`src/rtl/mem_stage_if.sv`:
```
// Data-memory request/acknowledge bus between the memory stage (master) and
// a variable-latency data memory (slave).
interface mem_stage_if #(
    parameter int WIDTH = 32
);
    logic             mem_req;
    logic             mem_we;
    logic [WIDTH-1:0] mem_addr;
    logic [WIDTH-1:0] mem_wdata;
    logic [WIDTH-1:0] mem_rdata;
    logic             mem_ack;

    modport master (
        output mem_req, mem_we, mem_addr, mem_wdata,
        input  mem_rdata, mem_ack
    );

    modport slave (
        input  mem_req, mem_we, mem_addr, mem_wdata,
        output mem_rdata, mem_ack
    );
endinterface

```
`src/rtl/mem_stage.sv`:
```
// Memory stage: EX/MEM register, request/ack FSM with timeout for a
// variable-latency data memory, and the MEM/WB register.
module mem_stage #(
    parameter int WIDTH   = 32,
    parameter int REGW    = 4,
    parameter int TIMEOUT = 15
) (
    input  logic             clk,
    input  logic             rst,
    input  logic [WIDTH-1:0] ALUResultE,
    input  logic [WIDTH-1:0] WriteDataE,
    input  logic [REGW-1:0]  WA3E,
    input  logic             RegWE,
    input  logic             MemWE,
    input  logic             MemtoRegE,
    mem_stage_if.master      mem,
    output logic             StallM,
    output logic [WIDTH-1:0] ReadDataW,
    output logic [WIDTH-1:0] ALUOutW,
    output logic [REGW-1:0]  WA3W,
    output logic             RegWriteW,
    output logic             MemtoRegW,
    output logic             mem_err
);
    localparam logic [7:0] TMO = 8'(TIMEOUT);

    typedef enum logic {IDLE, WAIT} state_t;

    state_t           state, state_nx;
    logic [7:0]       cnt, cnt_nx;
    logic [WIDTH-1:0] ALUResultM, WriteDataM;
    logic [REGW-1:0]  WA3M;
    logic             RegWM, MemWM, MemtoRegM;
    logic             accessM, misalignM, validM;
    logic             req, done, abort;

    assign accessM   = MemWM | MemtoRegM;
    assign misalignM = accessM & (ALUResultM[1:0] != 2'b00);
    assign validM    = accessM & ~misalignM;

    // ---- EX/MEM boundary ----
    always_ff @(posedge clk or negedge rst) begin
        if (!rst) begin
            ALUResultM <= '0;
            WriteDataM <= '0;
            WA3M       <= '0;
            RegWM      <= 1'b0;
            MemWM      <= 1'b0;
            MemtoRegM  <= 1'b0;
        end else if (!StallM) begin
            ALUResultM <= ALUResultE;
            WriteDataM <= WriteDataE;
            WA3M       <= WA3E;
            RegWM      <= RegWE;
            MemWM      <= MemWE;
            MemtoRegM  <= MemtoRegE;
        end
    end

    always_ff @(posedge clk or negedge rst) begin
        if (!rst) begin
            state <= IDLE;
            cnt   <= '0;
        end else begin
            state <= state_nx;
            cnt   <= cnt_nx;
        end
    end

    always_comb begin
        state_nx = state;
        cnt_nx   = cnt;
        req      = 1'b0;
        StallM   = 1'b0;
        done     = 1'b0;
        abort    = 1'b0;
        case (state)
            IDLE: begin
                if (validM) begin
                    req = 1'b1;
                    if (mem.mem_ack) begin
                        done = 1'b1;
                    end else begin
                        StallM   = 1'b1;
                        state_nx = WAIT;
                        cnt_nx   = 8'd1;
                    end
                end
            end
            WAIT: begin
                req = 1'b1;
                if (mem.mem_ack) begin
                    done     = 1'b1;
                    state_nx = IDLE;
                    cnt_nx   = '0;
                end else if (cnt == TMO) begin
                    // Give up: let the instruction retire without a writeback.
                    abort    = 1'b1;
                    state_nx = IDLE;
                    cnt_nx   = '0;
                end else begin
                    StallM = 1'b1;
                    cnt_nx = cnt + 8'd1;
                end
            end
            default: state_nx = IDLE;
        endcase
    end

    assign mem.mem_req   = req;
    assign mem.mem_we    = req & MemWM;
    assign mem.mem_addr  = req ? ALUResultM : '0;
    assign mem.mem_wdata = req ? WriteDataM : '0;

    always_ff @(posedge clk or negedge rst) begin
        if (!rst)
            mem_err <= 1'b0;
        else if (misalignM | abort)
            mem_err <= 1'b1;
    end

    // ---- MEM/WB boundary ----
    always_ff @(posedge clk or negedge rst) begin
        if (!rst) begin
            ReadDataW <= '0;
            ALUOutW   <= '0;
            WA3W      <= '0;
            RegWriteW <= 1'b0;
            MemtoRegW <= 1'b0;
        end else if (StallM) begin
            ReadDataW <= '0;
            ALUOutW   <= '0;
            WA3W      <= '0;
            RegWriteW <= 1'b0;
            MemtoRegW <= 1'b0;
        end else begin
            ReadDataW <= (done & MemtoRegM) ? mem.mem_rdata : '0;
            ALUOutW   <= ALUResultM;
            WA3W      <= WA3M;
            RegWriteW <= RegWM & ~misalignM & ~abort;
            MemtoRegW <= MemtoRegM;
        end
    end
endmodule
```
`src/flat_wrapper.sv`:
```
// flat-port wrapper written by rule: the top's interface ports become plain ports
module mem_stage_flat 
#(
    parameter int WIDTH   = 32,
    parameter int REGW    = 4,
    parameter int TIMEOUT = 15
)
  (clk, rst, ALUResultE, WriteDataE, WA3E, RegWE, MemWE, MemtoRegE, StallM, ReadDataW, ALUOutW, WA3W, RegWriteW, MemtoRegW, mem_err, mem_mem_req, mem_mem_we, mem_mem_addr, mem_mem_wdata, mem_mem_rdata, mem_mem_ack);
  mem_stage_if #(.WIDTH(WIDTH)) mem_i ();
  input  logic clk;
  input  logic rst;
  input  logic [WIDTH-1:0] ALUResultE;
  input  logic [WIDTH-1:0] WriteDataE;
  input  logic [REGW-1:0] WA3E;
  input  logic RegWE;
  input  logic MemWE;
  input  logic MemtoRegE;
  output logic StallM;
  output logic [WIDTH-1:0] ReadDataW;
  output logic [WIDTH-1:0] ALUOutW;
  output logic [REGW-1:0] WA3W;
  output logic RegWriteW;
  output logic MemtoRegW;
  output logic mem_err;
  output wire logic [$bits(mem_i.mem_req)-1:0] mem_mem_req;
  output wire logic [$bits(mem_i.mem_we)-1:0] mem_mem_we;
  output wire logic [$bits(mem_i.mem_addr)-1:0] mem_mem_addr;
  output wire logic [$bits(mem_i.mem_wdata)-1:0] mem_mem_wdata;
  input wire logic [$bits(mem_i.mem_rdata)-1:0] mem_mem_rdata;
  input wire logic [$bits(mem_i.mem_ack)-1:0] mem_mem_ack;
  assign mem_mem_req = mem_i.mem_req;
  assign mem_mem_we = mem_i.mem_we;
  assign mem_mem_addr = mem_i.mem_addr;
  assign mem_mem_wdata = mem_i.mem_wdata;
  assign mem_i.mem_rdata = mem_mem_rdata;
  assign mem_i.mem_ack = mem_mem_ack;
  mem_stage #(.WIDTH(WIDTH), .REGW(REGW), .TIMEOUT(TIMEOUT)) u_core (.clk(clk), .rst(rst), .ALUResultE(ALUResultE), .WriteDataE(WriteDataE), .WA3E(WA3E), .RegWE(RegWE), .MemWE(MemWE), .MemtoRegE(MemtoRegE), .mem(mem_i), .StallM(StallM), .ReadDataW(ReadDataW), .ALUOutW(ALUOutW), .WA3W(WA3W), .RegWriteW(RegWriteW), .MemtoRegW(MemtoRegW), .mem_err(mem_err));
endmodule
```
`config.mk`:
```
export PLATFORM = sky130hd
export DESIGN_NAME = mem_stage_flat
export DESIGN_NICKNAME = d
export VERILOG_FILES = /design/src/rtl/mem_stage_if.sv /design/src/rtl/mem_stage.sv /design/src/flat_wrapper.sv
export SDC_FILE = /design/constraint.sdc
export NUM_CORES = 1
export LEC_CHECK = 0
export ABC_AREA = 1
export CORE_MARGIN = 4
export CORE_UTILIZATION = 39
export CTS_CLUSTER_DIAMETER = 100
export DETAILED_ROUTE_END_ITERATION = 8
export PLACE_DENSITY = 0.76
export SLEW_MARGIN = 20
export SYNTH_ARGS = -nofsm -noshare
export SYNTH_HDL_FRONTEND = slang
export SYNTH_SLANG_ARGS = --single-unit
```
`constraint.sdc`:
```
create_clock -name clk -period 1.5 [get_ports clk]
set_input_delay 0.3 -clock clk [delete_from_list [all_inputs] [get_ports clk]]
set_output_delay 0.3 -clock clk [all_outputs]
set_load 0.01 [all_outputs]
```
Word-level counts from Yosys, hierarchy flattened
Index checks and enable logic that the tools add are counted.
- register bits after elaboration: 151
- input port bits: 106
- output and inout port bits: 138
- word-level logic and storage cells: 57
- add/subtract/negate cells: 1
- eq/ne operators: 3
- muxes and demuxes: 26
- bitwise gates (word level): 11
- reduce and logical (&&, ||, !) cells: 2
- operators with widths (operator ; number):
    $mux W32 ; 5
    $mux W8 ; 4
    $pmux W8 S2 ; 1
    $mux W1 ; 12
    $add A8 B1 Y8 const B ; 1
    $eq A8 B4 Y1 const B ; 1
    $and A1 B1 Y1 ; 6
    $pmux W1 S2 ; 3
    $mux W4 ; 1
    $not A1 Y1 ; 3
    $ne A2 B1 Y1 const B ; 1
    $ne A2 B2 Y1 const B ; 1
    $or A1 B1 Y1 ; 2
    $reduce_and A2 Y1 ; 1
    $reduce_bool A2 Y1 ; 1

Longest topological paths before layout
- depth in word-level cells: 9
- mapped depth: 8
- gate-level depth less buffers: 8

Worst setup path before layout
No wires, ideal clock.
- kind: reg2out
- start point: register u_core.ALUResultM[0]
- end point: output port mem_mem_addr[0]
- arrival: 1.322 ns
- data required time: 1.200 ns
- path slack: -0.122 ns
- cell stages (with the launch flop): 8
- buffers on the path: 2
- cell sequence: dfrtp_1 -> nor2_2 -> nand2_1 -> nand2_1 -> inv_1 -> buf_2 -> buf_2 -> nor2_1
- longest elaborated chain between the ends: 7
- RTL lines (item ; line ; RTL):
    from (decl) ; mem_stage.sv:31 ; logic [WIDTH-1:0] ALUResultM, WriteDataM;
    from (signal assigned) ; mem_stage.sv:51 ; ALUResultM <= ALUResultE;
    $reduce_bool A2 Y1 ; mem_stage.sv:38 ; assign misalignM = accessM & (ALUResultM[1:0] != 2'b00);
    $and A1 B1 Y1 ; mem_stage.sv:38 ;
    $not A1 Y1 ; mem_stage.sv:39 ; assign validM = accessM & ~misalignM;
    $and A1 B1 Y1 ; mem_stage.sv:39 ;
    $mux W1 ; mem_stage.sv:79 ; if (validM) begin
    $pmux W1 S2 ; mem_stage.sv:77 ; case (state)
    via mem_mem_req ; flat_wrapper.sv:25 ; output wire logic [$bits(mem_i.mem_req)-1:0] mem_mem_req;
    $mux W32 ; mem_stage.sv:112 ; assign mem.mem_addr = req ? ALUResultM : '0;
    to (decl) ; flat_wrapper.sv:27 ; output wire logic [$bits(mem_i.mem_addr)-1:0] mem_mem_addr;
The timed path passes the listed nets, and every way through them passes these cells.

Worst setup path after layout
- start point: register u_core.ALUResultM[1]
- end point: output port mem_mem_addr[16]
- longest elaborated chain between the ends: 7
- RTL lines (item ; line):
    $reduce_bool A2 Y1 ; mem_stage.sv:38
    $and A1 B1 Y1 ; mem_stage.sv:38
    $not A1 Y1 ; mem_stage.sv:39
    $and A1 B1 Y1 ; mem_stage.sv:39
    $mux W1 ; mem_stage.sv:79
    $pmux W1 S2 ; mem_stage.sv:77
    $mux W32 ; mem_stage.sv:112
Every way passes these cells.

==> flow_summary.ini <==
[pwr]
comb_power_share_pct = 42.1
power.internal_mw = 11.6
irDropWorstVdd_uv = 815
powerDensity_mw_per_mm2 = 1620
power_frac_clock_pct = 26.4
power_leakage_nw = 5.67
switchingPower_mw = 5.82
p_sw_share_pct = 33.4
p_seq_share_pct = 31.6

[clocking]
cts_tree = yes
htree_levels = 4
cts_sinks = 151
clkLatencyLatePin_ps = 420
cts_root_buf = clkbuf_16
cts_buffer_depth = 2
cts_buffers = 17
clk_pin_slew_worst_paths_ps = 60

[synth]
yosys.area.top_type_share_pct = 61.6
muxShareOfSynthArea_pct = 0
netlist_instances = 714
synth-compound-area-share_pct = 0.714
synth_xor_area_share_pct = 0.286
synthAdderAreaFrac_pct = 0.204
yosysSeqAreaShare_pct = 61.6
syn_avg_cell_area_um2 = 8.59
yosys_register_bits = 151
synth.top_cells.by_area = dfrtp_1, nand2_1, nor2_1, inv_1, nand3_1
synth_cell_type_count = 20
synth_top_family_by_area = simple AND/OR/NAND/NOR gates
synth_simple_gate_area_share_pct = 26.4
synth_nets = 821
syn_area_mm2 = 0.00613
yosys.area.top_type = dfrtp_1
synth_warnings = 0

[outcome]
violations = setup timing
status = finished, violations left

[worst_setup_path]
critPathLaunchType = register
cp_cell_sequence = nor2_2, nand2_2, nand2_4, inv_8, clkbuf_16, nor2_2, buf_2
endpoint_kind = output pin
worst_ep_arrival_time_ps = 1690
crit_buf_inv = 3
cp_max_fo = 8
worstSetupPathType = reg2out
cp_top_family = simple AND/OR/NAND/NOR gates
cp.required_ps = 1200
max_stage_delay_ps = 430
cp_slowest_cell = dfrtp_1
cpMostUsedCell = nor2_2

[finish]
final_util_pct = 70.4
diodes = 0
fin_area_mm2 = 0.0108
layout_commonest_cell = clkdlybuf4s50_1
multiInputGateArea_mm2 = 0.00212
fill_cells = 1117
final_cell_mix = clkdlybuf4s50_1, dfrtp_1, nand2_1, inv_1, nor2_1
fin_nets = 1128
drive_gt1_share_pct = 28.8
regArea_mm2 = 0.00378
syn_to_final_growth_pct = 75.7

[sta]
setup_violations = 273
final_max_slew_viol_count = 0
whs_ps = 337
setup_slack_ps = -486
clock.fmax_mhz = 503
hold_viol_final = 0
rsz0062_at_grt = yes
min_period_ps = 1990
skew_ps = 9.66
slew_headroom_pct = 75.1
worst_pin_slew_ps = 374
finalCritPeriodShare_pct = 132

[floorplan]
dieWidth_um = 133
dieHeight_um = 133
num_rows = 45
start_util_pct = 40.1
die_area_mm2 = 0.0178
boundaryPins = 244
core_area_mm2 = 0.0153

[routing]
first_iter_violations = 354
route.vias.total = 5798
met3_length_mm = 1.68
routed_via_density = 4.66
drc = 0
top_layer_used = met4
wl_mm = 22.0
dr.pass1.iters = 5
ant_nets = 0
wl_met2_mm = 10.9
wl_per_cell_um = 17.7
wirelength_met1_mm = 8.91

[placement]
numPortBuffers = 243
place_area_mm2 = 0.00901
dpl.hpwl_mm = 11.6
gp_congestion = 0.821

[global_route]
grt_antenna_before_repair = 0
grt_max_degree = 74
grt_pass1_vias = 5871
grt_pass1_wl_mm = 32.2
overflow = 0
grt.total_usage_pct = 23.4

[hold_path]
hp-class = in2async

[run]
drv_cap = 0
metal layers:
metal  global-route usage (%)  up-vias
li1                         -     2746
met4                     7.94        0
met2                     39.1      228
met1                     30.2     2791
met5                        0        -
met3                     5.48       33
cell usage after synthesis:
cell type,count
a21oi_1,2
a31oi_1,1
buf_2,18
buf_4,3
buf_6,8
clkbuf_1,8
dfrtp_1,151
ha_1,1
inv_1,114
inv_2,1
nand2_1,173
nand3_1,81
nand3b_1,1
nand4_2,1
nor2_1,143
nor2_2,1
o21ai_0,3
o21ai_1,1
o21bai_1,1
xor2_1,2
logic make-up after synthesis:
family / Yosys count
flops: 151
compound gates: 8
fa+ha+maj: 1
simple gates: 400
xor+xnor: 2
buf+inv: 152
worst register-to-register path, delay by kind of cell, from the launching register on:
family	cells	cell delay, ps
buf+inv	6	840
flops	1	430
simple gates	4	430
power groups by stage:
stage	clock network [mW]	registers, mW	logic [mW]
after floorplan	0	5.65	2.26
after detailed placement	0	5.48	5.52
after global routing	4.83	5.63	7.88
after global placement	0	5.45	5.46
after CTS	4.65	5.47	6.82
final	4.60	5.51	7.34
stage by stage:
| stage | power [mW] | setup TNS, ps | cells | worst slack, ps |
|---|---|---|---|---|
| after floorplan | 7.90 | -3310 | 714 | -66.3 |
| after global placement | 10.9 | -73770 | 1166 | -554 |
| after detailed placement | 11.0 | -78130 | 1166 | -581 |
| final | 17.4 | -51460 | 1244 | -486 |
| after global routing | 18.3 | -69760 | 1244 | -550 |
| after CTS | 16.9 | -78050 | 1244 | -540 |
final timing paths:
kind / from / end / slack (ps) / depth (start not counted)
setup / recovery: u_core.ALUResultM[1] / mem_mem_addr[16] / -490 / 7
hold / removal: rst / u_core.ALUResultM[19] / 340 / 2
setup reg to reg: u_core.ALUResultM[1] / u_core.ALUResultM[22] / -290 / 10
hold reg to reg: u_core.WriteDataM[16] / u_core.WriteDataM[16] / 470 / 2
max in group asynchronous: rst / u_core.ReadDataW[17] / 610 / 3
min in group clk: mem_mem_rdata[25] / u_core.ReadDataW[25] / 390 / 3
state kept, by name (all words and copies together), names as in the netlist, 4 cells and up:
register	flops
u_core.WA3W	4
u_core.ReadDataW	32
u_core.WA3M	4
u_core.cnt	8
u_core.WriteDataM	32
u_core.ALUResultM	32
u_core.ALUOutW	32
area by class of cell:
type | count | share of cell area (%)
Inverter | 115 | 4.07
Sequential cell | 151 | 35.0
Multi-Input combinational cell | 411 | 19.7
Clock buffer | 21 | 4.36
Tap cell | 211 | 2.45
Clock inverter | 10 | 1.56
Timing Repair Buffer | 325 | 32.8
what timing repair did:
item,CTS,global route
endpoints found under the hold margin,31,0
hold buffers,1,0
setup endpoints to repair,239,289
cloned,21,9
pin swaps,28,7
resized for setup,368,99
setup buffers,40,4
No activity file was read; power rests on OpenSTA's default activity.
